--- src/rtl/fifo_wr_arbiter.sv ---
// Round-robin write arbiter: shares one FIFO write port among NUM_REQ
// requesters. One word is in flight at a time; a word completes only on the
// FIFO's wr_ack. Overflow or a missing acknowledge re-issues the same
// requester's word before anyone else is considered.
module fifo_wr_arbiter #(
   parameter int FIFO_WIDTH  = 16,
   parameter int NUM_REQ     = 4,
   parameter int ACK_TIMEOUT = 7
) (
   input  logic                            clk,
   input  logic                            rst,
   input  logic [NUM_REQ-1:0]              req_valid,
   input  logic [NUM_REQ*FIFO_WIDTH-1:0]   req_data,
   output logic [NUM_REQ-1:0]              req_done,
   input  logic                            fifo_full,
   input  logic                            fifo_wr_ack,
   input  logic                            fifo_overflow,
   output logic                            fifo_wr_en,
   output logic [FIFO_WIDTH-1:0]           fifo_data_in,
   output logic [$clog2(NUM_REQ)-1:0]      grant_id,
   output logic                            busy,
   output logic [7:0]                      retry_cnt,
   output logic                            err_timeout
);

   localparam int GW = $clog2(NUM_REQ);

   typedef enum logic [1:0] {
      ST_IDLE  = 2'd0,
      ST_ISSUE = 2'd1,
      ST_WAIT  = 2'd2,
      ST_DONE  = 2'd3
   } state_t;

   state_t                  state_q,  state_d;
   logic [GW-1:0]           rr_ptr_q, rr_ptr_d;
   logic                    retry_q,  retry_d;
   logic [GW-1:0]           grant_q,  grant_d;
   logic [FIFO_WIDTH-1:0]   data_q,   data_d;
   logic                    wr_en_q,  wr_en_d;
   logic [NUM_REQ-1:0]      done_q,   done_d;
   logic [3:0]              wcnt_q,   wcnt_d;
   logic [7:0]              rcnt_q,   rcnt_d;
   logic                    err_q,    err_d;

   logic                    pick_found;
   logic [GW-1:0]           pick_idx;
   logic [GW-1:0]           cand;
   logic [GW-1:0]           sel_idx;
   logic [FIFO_WIDTH-1:0]   sel_data;

   // Round-robin search from rr_ptr upward; a pending retry overrides it.
   always_comb begin
      pick_found = 1'b0;
      pick_idx   = '0;
      cand       = '0;
      for (int k = 0; k < NUM_REQ; k++) begin
         cand = GW'((int'(rr_ptr_q) + k) % NUM_REQ);
         if (!pick_found && req_valid[cand]) begin
            pick_found = 1'b1;
            pick_idx   = cand;
         end
      end
      sel_idx  = retry_q ? grant_q : pick_idx;
      sel_data = req_data[int'(sel_idx)*FIFO_WIDTH +: FIFO_WIDTH];
   end

   // Next-state and registered-output logic for the IDLE/ISSUE/WAIT/DONE FSM.
   always_comb begin
      state_d  = state_q;
      rr_ptr_d = rr_ptr_q;
      retry_d  = retry_q;
      grant_d  = grant_q;
      data_d   = data_q;
      wr_en_d  = 1'b0;
      done_d   = '0;
      wcnt_d   = wcnt_q;
      rcnt_d   = rcnt_q;
      err_d    = err_q;

      case (state_q)
         ST_IDLE: begin
            // A retry proceeds even if the requester dropped valid, so the
            // granted word always completes once it has been started.
            if (!fifo_full && (retry_q || pick_found)) begin
               grant_d = sel_idx;
               data_d  = sel_data;
               wr_en_d = 1'b1;
               state_d = ST_ISSUE;
            end
         end

         ST_ISSUE: begin
            wcnt_d  = '0;
            state_d = ST_WAIT;
         end

         ST_WAIT: begin
            if (fifo_wr_ack) begin
               done_d[grant_q] = 1'b1;
               state_d         = ST_DONE;
            end else if (fifo_overflow) begin
               retry_d = 1'b1;
               if (rcnt_q != 8'hFF) rcnt_d = rcnt_q + 8'd1;
               state_d = ST_IDLE;
            end else if (wcnt_q == 4'(ACK_TIMEOUT - 1)) begin
               err_d   = 1'b1;
               retry_d = 1'b1;
               if (rcnt_q != 8'hFF) rcnt_d = rcnt_q + 8'd1;
               state_d = ST_IDLE;
            end else begin
               wcnt_d = wcnt_q + 4'd1;
            end
         end

         ST_DONE: begin
            // Skip arbitration here so a requester still showing its old
            // word cannot be granted again before it updates req_data.
            rr_ptr_d = (grant_q == GW'(NUM_REQ - 1)) ? '0 : grant_q + GW'(1);
            retry_d  = 1'b0;
            state_d  = ST_IDLE;
         end

         default: state_d = ST_IDLE;
      endcase
   end

   // State and output registers; asynchronous reset abandons any word in flight.
   always_ff @(posedge clk or posedge rst) begin
      if (rst) begin
         state_q  <= ST_IDLE;
         rr_ptr_q <= '0;
         retry_q  <= 1'b0;
         grant_q  <= '0;
         data_q   <= '0;
         wr_en_q  <= 1'b0;
         done_q   <= '0;
         wcnt_q   <= '0;
         rcnt_q   <= '0;
         err_q    <= 1'b0;
      end else begin
         state_q  <= state_d;
         rr_ptr_q <= rr_ptr_d;
         retry_q  <= retry_d;
         grant_q  <= grant_d;
         data_q   <= data_d;
         wr_en_q  <= wr_en_d;
         done_q   <= done_d;
         wcnt_q   <= wcnt_d;
         rcnt_q   <= rcnt_d;
         err_q    <= err_d;
      end
   end

   assign req_done     = done_q;
   assign fifo_wr_en   = wr_en_q;
   assign fifo_data_in = data_q;
   assign grant_id     = grant_q;
   assign busy         = (state_q != ST_IDLE);
   assign retry_cnt    = rcnt_q;
   assign err_timeout  = err_q;

endmodule

--- config.mk ---
export PLATFORM = sky130hd
export DESIGN_NAME = fifo_wr_arbiter
export DESIGN_NICKNAME = d
export VERILOG_FILES = /design/src/rtl/fifo_wr_arbiter.sv
export SDC_FILE = /design/constraint.sdc
export NUM_CORES = 1
export LEC_CHECK = 0
export BUFFER_PORTS_ARGS = -buffer_cell sky130_fd_sc_hd__buf_4
export CORE_ASPECT_RATIO = 1.5
export CORE_UTILIZATION = 40
export CTS_CLUSTER_DIAMETER = 100
export DETAILED_ROUTE_END_ITERATION = 12
export PLACE_DENSITY = 0.68
export SYNTH_ARGS = -nofsm -noshare
export SYNTH_HDL_FRONTEND = slang
export SYNTH_SLANG_ARGS = --single-unit
--- constraint.sdc ---
create_clock -name clk -period 2.4 [get_ports clk]
set_clock_uncertainty 0.05 [all_clocks]
set_input_delay 0.48 -clock clk [delete_from_list [all_inputs] [get_ports clk]]
set_output_delay 0.48 -clock clk [all_outputs]
set_load 0.1 [all_outputs]
# Word level (Yosys, flattened, before mapping)
# Index checks and enable logic that the tools add are counted.
totals:
  regBits: 41
  elab_cells: 98
  output_inout_bits: 33
  input_bits: 73
classes:
  shift: 1
  n_addsub: 6
  eq_ne: 12
  magnitude_cmp: 6
  bitwise: 2
  reduce_logical: 21
  n_mux: 40
op_table:
  columns: ["op", "n"]
  rows:
  - ["64-bit by 7-bit variable part select with 16-bit output", 1]
  - ["8-bit 2-to-1 mux", 3]
  - ["2-bit 2-to-1 mux", 10]
  - ["4-bit 2-to-1 mux", 5]
  - ["2-bit by 3-bit less-than comparator with 1-bit output, second input constant", 5]
  - ["1-bit 2-to-1 mux", 14]
  - ["8-bit by 1-bit adder with 8-bit output, second input constant", 1]
  - ["1-bit binary-select mux with 2-bit select", 4]
  - ["2-bit inequality test, second input constant", 4]
  - ["8-bit inequality test, second input constant", 1]
  - ["2-bit case mux with 4 select lines", 1]
  - ["4-bit case mux with 2 select lines", 1]
  - ["4-bit AND reduction", 2]
  - ["2-bit nonzero test", 4]
  - ["2-bit equality test, second input constant", 3]
  - ["3-bit AND reduction", 2]
  - ["1-bit logical AND", 5]
  - ["2-bit by 1-bit adder with 2-bit output, second input constant", 2]
  - ["2-bit adder, second input constant", 2]
  - ["4-bit by 1-bit adder with 4-bit output, second input constant", 1]
  - ["4-bit by 3-bit equality test with 1-bit output, second input constant", 1]
  - ["1-bit zero test", 4]
  - ["4-bit inequality test, second input constant", 1]
  - ["2-bit AND reduction", 2]
  - ["8 further kinds", 9]

# Logic depth before layout (Yosys ltp)
# Gate-level depths: netlist (run 1).
logic_depth:
  ltp_word: 16
  ltp_mapped: 8
  mapped_depth_nobuf: 7

# Worst setup path before layout (run 1)
# OpenSTA, ideal clock, no wires.
synth_timing:
  path_type: "flip-flop to flip-flop"
  from: "register rcnt_q[4], in the netlist retry_cnt[4]"
  to: "register rcnt_q[7], in the netlist retry_cnt[7]"
  path_slack_ps: 47
  period_less_slack_ps: 2353
  required_time_ps: 2191
  path_stages_with_launch: 6
  arrival_ps: 2144
  setup_ps: 159
  cell_sequence: "dfrtp_1 -> and3_1 -> and3_1 -> a311oi_2 -> nand4_1 -> xnor2_1"
synth_between:
  elab_chain_len: 4
  word_cells_on_any_way: 5
  classes_between: "add/sub (1); eq/ne (1); mux (3)"
synth_lines:
  columns: ["item", "line", "text"]
  rows:
  - ["from (decl)", "43", "logic [7:0] rcnt_q, rcnt_d;"]
  - ["from (signal assigned)", "150", "rcnt_q <= rcnt_d;"]
  - ["8-bit by 1-bit adder with 8-bit output / 8-bit inequality test (equally long branches)", "104, 109", null]
  - ["8-bit 2-to-1 mux (*)", "104, 109", null]
  - ["8-bit 2-to-1 mux", "106", "end else if (wcnt_q == 4'(ACK_TIMEOUT - 1)) begin"]
  - ["8-bit 2-to-1 mux (*)", "102", "end else if (fifo_overflow) begin"]
# Mark *: on every way between the ends. The rest lies on a longest branch, timed or not. The select of a mux whose other input is x is not followed.
# A chain may end at the register's enable or synchronous reset.

# Final worst setup path (run 1)
layout_timing:
  from: "register rr_ptr_q[1]"
  to: "register data_q[1], in the netlist fifo_data_in[1]"
layout_between:
  elab_chain_len: 15
  word_cells_on_any_way: 30
  classes_between: "add/sub (3); shift (1); mux (17); reduce/logical (9)"
layout_lines:
  columns: ["item", "line", "text"]
  rows:
  - ["from (decl)", "36", "logic [GW-1:0] rr_ptr_q, rr_ptr_d;"]
  - ["from (signal assigned)", "143", "rr_ptr_q <= rr_ptr_d;"]
  - ["branches (longest 15 deep; another with 2-bit by 1-bit adder with 2-bit output)", null, null]
  - ["to (signal assigned)", "146", "data_q <= data_d;"]
  - ["to (decl)", "39", "logic [FIFO_WIDTH-1:0] data_q, data_d;"]
# Parallel ways; which one is timed is not known. The select of a mux whose other input is x is not followed.

==> results of run 1 <==
-- final cells by class --
type	count	area, sq um
fill	583	2654
multi-input combinational	185	1439
sequential	41	1026
timing repair buffer	117	890.9
tap	74	92.59
clock buffer	6	82.58
inverter	7	26.28
clock inverter	1	7.507
-- synth_stat cells, types with 2 or more instances --
library cell / instances
xnor2_1: 6
ha_1: 7
mux2_2: 3
nand2b_1: 2
dfrtp_1: 41
nor3_1: 2
o31ai_1: 2
clkbuf_1: 8
nor2_1: 21
and3b_1: 3
inv_1: 6
buf_6: 5
a21oi_1: 2
and2_1: 4
and3_1: 18
nand2_1: 10
mux2i_1: 16
buf_2: 2
and4bb_2: 2
a21o_1: 3
o21ai_0: 4
xor2_1: 3
nand4_1: 6
a311o_1: 15
a211oi_1: 22
a211oi_2: 9
or3_1: 2
nand3_1: 3
-- cells by family after synthesis --
logic type / after synthesis
DFF: 41
adders and majority gates: 7
muxes: 19
xor gates and xnor gates: 9
and+or+nand+nor: 83
buffers and inverters: 24
AOI/OAI and AO/OA: 67
-- power breakdown --
| group | internal [mW] | switching (mW) |
|---|---|---|
| clock | 0.228 | 0.241 |
| sequential | 0.943 | 0.205 |
| combinational | 1.06 | 2.52 |
-- layer usage --
metal | share of wire [%] | wire length [microns] | vias up | GRT usage [%]
met5 | 0 | 0 | - | 0
met4 | 1.9 | 125 | 0 | 6.410
met3 | 4.2 | 282 | 10 | 3.281
met2 | 53 | 3587 | 72 | 37.63
met1 | 41 | 2745 | 1162 | 25.62
li1 | - | - | 1159 | -
-- worst max-delay path, delay by kind of cell, from the launching register on --
| family | cells | cell delay [ns] |
|---|---|---|
| AOI/OAI and AO/OA | 3 | 0.81 |
| and+or+nand+nor | 2 | 0.68 |
| DFF | 1 | 0.46 |
-- sequential cells by signal, indices dropped and copies added (netlist names) --
name,count
fifo_data_in,16
retry_cnt,8
req_done,4
wcnt_q,4
grant_id,2
rr_ptr_q,2
state_q,2
err_timeout,1
fifo_wr_en,1
retry_q,1
-- timing repair --
item,4_1_cts,5_1_grt
resized for setup,0,1
hold buffers,0,0
setup endpoints to repair,0,17
-- worst max path at each step --
stage	start	to	slack, ns	cells after the start
2_1_floorplan	retry_cnt[4]	retry_cnt[7]	0.05	5
3_5_place_dp	req_valid[2]	fifo_data_in[1]	-0.13	6
4_1_cts	retry_q	fifo_data_in[1]	0.07	5
5_1_grt	retry_q	fifo_data_in[0]	0.06	5
6_report	rr_ptr_q[1]	fifo_data_in[1]	0.26	5
3_3_place_gp	req_valid[2]	fifo_data_in[1]	-0.05	6
-- stage by stage --
step	cells	util [%]	worst slack [ns]	cell area, sq um	TNS, ns
floorplan	250	-	0.04661	2614	0
global placement	424	55.86	-0.04702	3473	-0.3490
detailed placement	424	55.86	-0.1250	3473	-1.341
CTS	431	57.30	0.07449	3563	0
global route	431	57.32	0.05776	3565	0
finish	431	57.32	0.2582	3565	0
==> summary.md, run 1 <==
| Metric | Value |
|---|---|
| Pin count of the biggest net entering global routing | 42 |
| H-tree Lvls | 2 |
| Share of layout cells above drive strength 1 | 40.90% |
| #FFs+latches synth | 41 |
| Final setup viols | 0 |
| Antenna violations before repair | 0 |
| WL final | 6741 microns |
| Yosys top cell area share | 39.25% |
| Synth Area in Compound Gates | 23.26% |
| Hold slack final | 0.2712 ns |
| Max-slew violations | 0 |
| Sequential area share after synthesis | 39.25% |
| CTS Buf Count | 5 |
| Vias | 2403 |
| Synth Net Count | 330 |
| Worst slew margin | 64.28% |
| Number of synthesized flops with an enable pin | 0 |
| Post-Synth Simple-Gate Area | 17.95% |
| Core Box Area | 6218 sq um |
| R2R depth | 5 |
| Syn Inst Count | 250 |
| Root Buffer | clkbuf_8 |
| Worst path slowest cell | o311a_1 |
| Worst Tran Pin Value | 0.5358 ns |
| Clock slew at reported path FFs | 0.08 ns |
| Global-route usage over all layers | 21.29% |
| Fin. Hold Viols | 0 |
| Worst-Skew Late Latency | 0.29 ns |
| Initial drt markers | 110 |
| Post-Syn Area | 2614 sq um |
| Worst path max stage delay | 0.51 ns |
| Multiplexer share of the synthesized area | 7.420% |
| Hold WC Path Type | input pin to async pin |
| Clock sink count | 41 |
| Ys Warns | 0 |
| Top post-synthesis cells by area | dfrtp_1, a211oi_1, mux2i_1 |
| Post-synth top area cell | dfrtp_1 |
| Clk buf depth | 2 |
| Synth Area in Adders | 3.351% |
| Worst Path Required | 2.51 ns |
| Ys async rst share | 100.0% |
| Vias in the first global route | 2488 |
| Die X | 68 microns |
| Post-synth cell types | 51 |
| Routed Antenna Nets | 0 |
| Crit Path Category | register to register |
| PortBufs | 105 |
| Main combinational cell family by area after synthesis | compound AO/OA/AOI/OAI gates |
| Die Height | 101 microns |
| Critical Path, Cell by Cell | and4bb_2 > o21ai_0 > o311a_1 > and2_4 > a211oi_1 |
| Congestion Overflow GR | 0 |
| Final layout net count | 437 |
| Die area | 6868 sq um |
| CP endpoint kind | register |
| Fin crit period | 2.142 ns |
| Starting density of the core | 42.03% |
| VDD IR max | 1.043 mV |
| Post-DP HPWL | 5074 microns |
| Pwr Total | 5.190 mW |
| Maximum fanout along the worst path | 16 |
| Most common cell after layout, fill and taps aside | buf_4 |
| Fmax | 0.4669 GHz |
| Pleak | 1.767 nW |
| XOR/XNOR Fraction of Synth Area | 3.016% |
| CP arrival | 2.25 ns |
| Global-route wire length before repair | 11150 microns |
| Register-to-register setup slack | 0.26 ns |
| Drt wl/cell | 15.64 microns |
| TritonCTS clock tree | built |
| DRT Pass-1 Iters | 4 |
| I/O pin total | 106 |
| Fin crit share | 89.24% |
| CP startpoint kind | register |
| Pwr/cell area | 1456 nW/um^2 |
| Ant diodes | 0 |
| Max-capacitance violation count | 0 |
| Most frequent cells in the layout | buf_4, dfrtp_1, a211oi_1 |
| # rows | 35 |
| Synthesized area per cell | 10.46 sq um |
| RSZ-0062 raised after global routing | false |
| Gpl congestion | 0.7975 |
| Main synth FF type | dfrtp_1 |
| Post-CTS setup buffers | 0 |
| Residual DRC count | 0 |
| Via/cell ratio | 5.575 |
| Status | finished clean |
| Reg2reg start | rr_ptr_q[1] |
| Area grow syn2layout | 36.38% |
| RR Endpoint | fifo_data_in[1] |
No activity file was read; power rests on OpenSTA's default activity.
==> run 2, diff against run 1 <==
--- a/config.mk
+++ b/config.mk
@@ -6,7 +6,6 @@
 export NUM_CORES = 1
 export LEC_CHECK = 0
 export BUFFER_PORTS_ARGS = -buffer_cell sky130_fd_sc_hd__buf_4
-export CORE_ASPECT_RATIO = 1.5
 export CORE_UTILIZATION = 40
 export CTS_CLUSTER_DIAMETER = 100
 export DETAILED_ROUTE_END_ITERATION = 12
==> run 2 against run 1 <==
Non-clock buffer count grew 2. First-iteration DRC count is 4.5% higher. Core utilization up 0.088 points. Sequential power barely moved. Die area about the same.
==> summary.md, run 2 (same netlist as run 1, synthesis figures left out) <==
| Metric | Value |
|---|---|
| Status | finished clean |
| Initial drt markers | 115 |
| Worst path max stage delay | 0.39 ns |
| Global-route usage over all layers | 20.12% |
| Most frequent cells in the layout | buf_4, dfrtp_1, a211oi_1 |
| RSZ-0062 raised after global routing | false |
| Dpl cell area | 3505 sq um |
| Residual DRC count | 0 |
| Vias in the first global route | 2458 |
| Met3 usage | 2.883% |
| Global-route wire length before repair | 11360 microns |
| Place WS | 0.04511 ns |
| Area occupied by multi-input gates | 1438 sq um |
| I/O pin total | 106 |
| Ant diodes | 0 |
| CTS Hold Buffers Added | 0 |
| CTS Buf Count | 5 |
| Die area | 6862 sq um |
| Post-DP HPWL | 5111 microns |
| Worst slew margin | 63.62% |
| Vias | 2408 |
| Congestion Overflow GR | 0 |
| VDD IR max | 0.7819 mV |
| Clk buf depth | 2 |
| Fin. Hold Viols | 0 |
| # rows | 29 |
| Final layout net count | 439 |
| Worst path slowest cell | dfrtp_1 |
| Post-CTS setup buffers | 0 |
| Max-capacitance violation count | 0 |
| Pleak | 1.796 nW |
| Setup ws final | 0.2802 ns |
| Hold slack final | 0.1131 ns |
| Final setup viols | 0 |
| Fin crit share | 88.32% |
| Fin crit period | 2.120 ns |
| Pin count of the biggest net entering global routing | 28 |
| CP arrival | 2.27 ns |
| Most common cell after layout, fill and taps aside | buf_4 |
| Crit Path Category | register to register |
| Share of layout cells above drive strength 1 | 41.11% |
| Drt wl/cell | 15.43 microns |
| Met1 usage | 26.02% |
| Clock slew at reported path FFs | 0.08 ns |
| Layout Utilization | 57.41% |
| TritonCTS clock tree | built |
| Fmax | 0.4717 GHz |
| Worst Tran Pin Value | 0.5424 ns |
| Clock sink count | 41 |
| Non-filler cells, final | 437 |
| CP startpoint kind | register |
| Die Height | 82.84 microns |
| CP endpoint kind | register |
| Starting density of the core | 41.40% |
| Top Usage Layer GRT | met2 |
| Max-slew violations | 0 |
| Hold WC Path Type | input pin to async pin |
| Fill count | 623 |
| Gpl congestion | 0.7450 |
| WL final | 6743 microns |
| Setup TNS | 0 ns |
| Worst-Skew Late Latency | 0.30 ns |
| Max reg flops | 16 |
| Post-route cell area | 3625 sq um |
| Cts repair resizes | 0 |
| PortBufs | 105 |
| Pwr/cell area | 1474 nW/um^2 |
| Core Box Area | 6314 sq um |
| Number of cells after detailed placement | 429 |
| H-tree Lvls | 2 |
| Area grow syn2layout | 38.68% |
| Routed Antenna Nets | 0 |
| Worst Path Required | 2.55 ns |
| Via/cell ratio | 5.510 |
| DRT Pass-1 Iters | 4 |
| Critical Path, Cell by Cell | nor3_1 > a21o_1 > buf_4 > clkinv_1 > and2_4 > a211oi_1 |
| Root Buffer | clkbuf_8 |
| Pwr Total | 5.343 mW |
| Area occupied by registers | 1026 sq um |
| Die X | 82.84 microns |
| Met2 usage | 34.58% |
| Antenna violations before repair | 0 |
| Maximum fanout along the worst path | 16 |
==> run 2: cell type report <==
class / instances / area share [%]
Clock inverter: 2 / 1.036
Timing Repair Buffer: 119 / 25.34
Clock buffer: 6 / 2.278
Multi-Input combinational cell: 185 / 39.66
Sequential cell: 41 / 28.31
Inverter: 7 / 0.7249
Tap cell: 77 / 2.658
==> run 2: worst max-delay path, delay by kind of cell, from the launching register on <==
family	cells	cell delay, ns
AOI/OAI and AO/OA	2	0.51
and+or+nand+nor	2	0.58
buffers and inverters	2	0.48
DFF	1	0.39
==> run 2: path summary, 6_finish.rpt <==
| path | end | cells after the start | slack (ns) | startpoint |
|---|---|---|---|---|
| setup / recovery | fifo_data_in[4] | 6 | 0.28 | retry_q |
| hold / removal | err_timeout | 2 | 0.11 | rst |
| setup reg to reg | fifo_data_in[4] | 6 | 0.28 | retry_q |
| hold reg to reg | err_timeout | 1 | 0.44 | err_timeout |
| max in group asynchronous | state_q[1] | 3 | 1.49 | rst |
| min in group clk | err_timeout | 2 | 0.33 | fifo_overflow |
==> run 2: routing by layer <==
layer,vias up,share of wire (%)
met1,1179,44
met2,64,51
met4,0,1.6
met5,-,0
met3,8,3.9
li1,1157,-
==> run 2: power breakdown <==
part / switching, mW / leakage, nW / internal [mW] / total (mW)
clock: 0.256 / 0.0574 / 0.338 / 0.595
combinational: 2.52 / 1.23 / 1.08 / 3.60
sequential: 0.208 / 0.507 / 0.943 / 1.15
total: 2.98 / 1.80 / 2.36 / 5.34
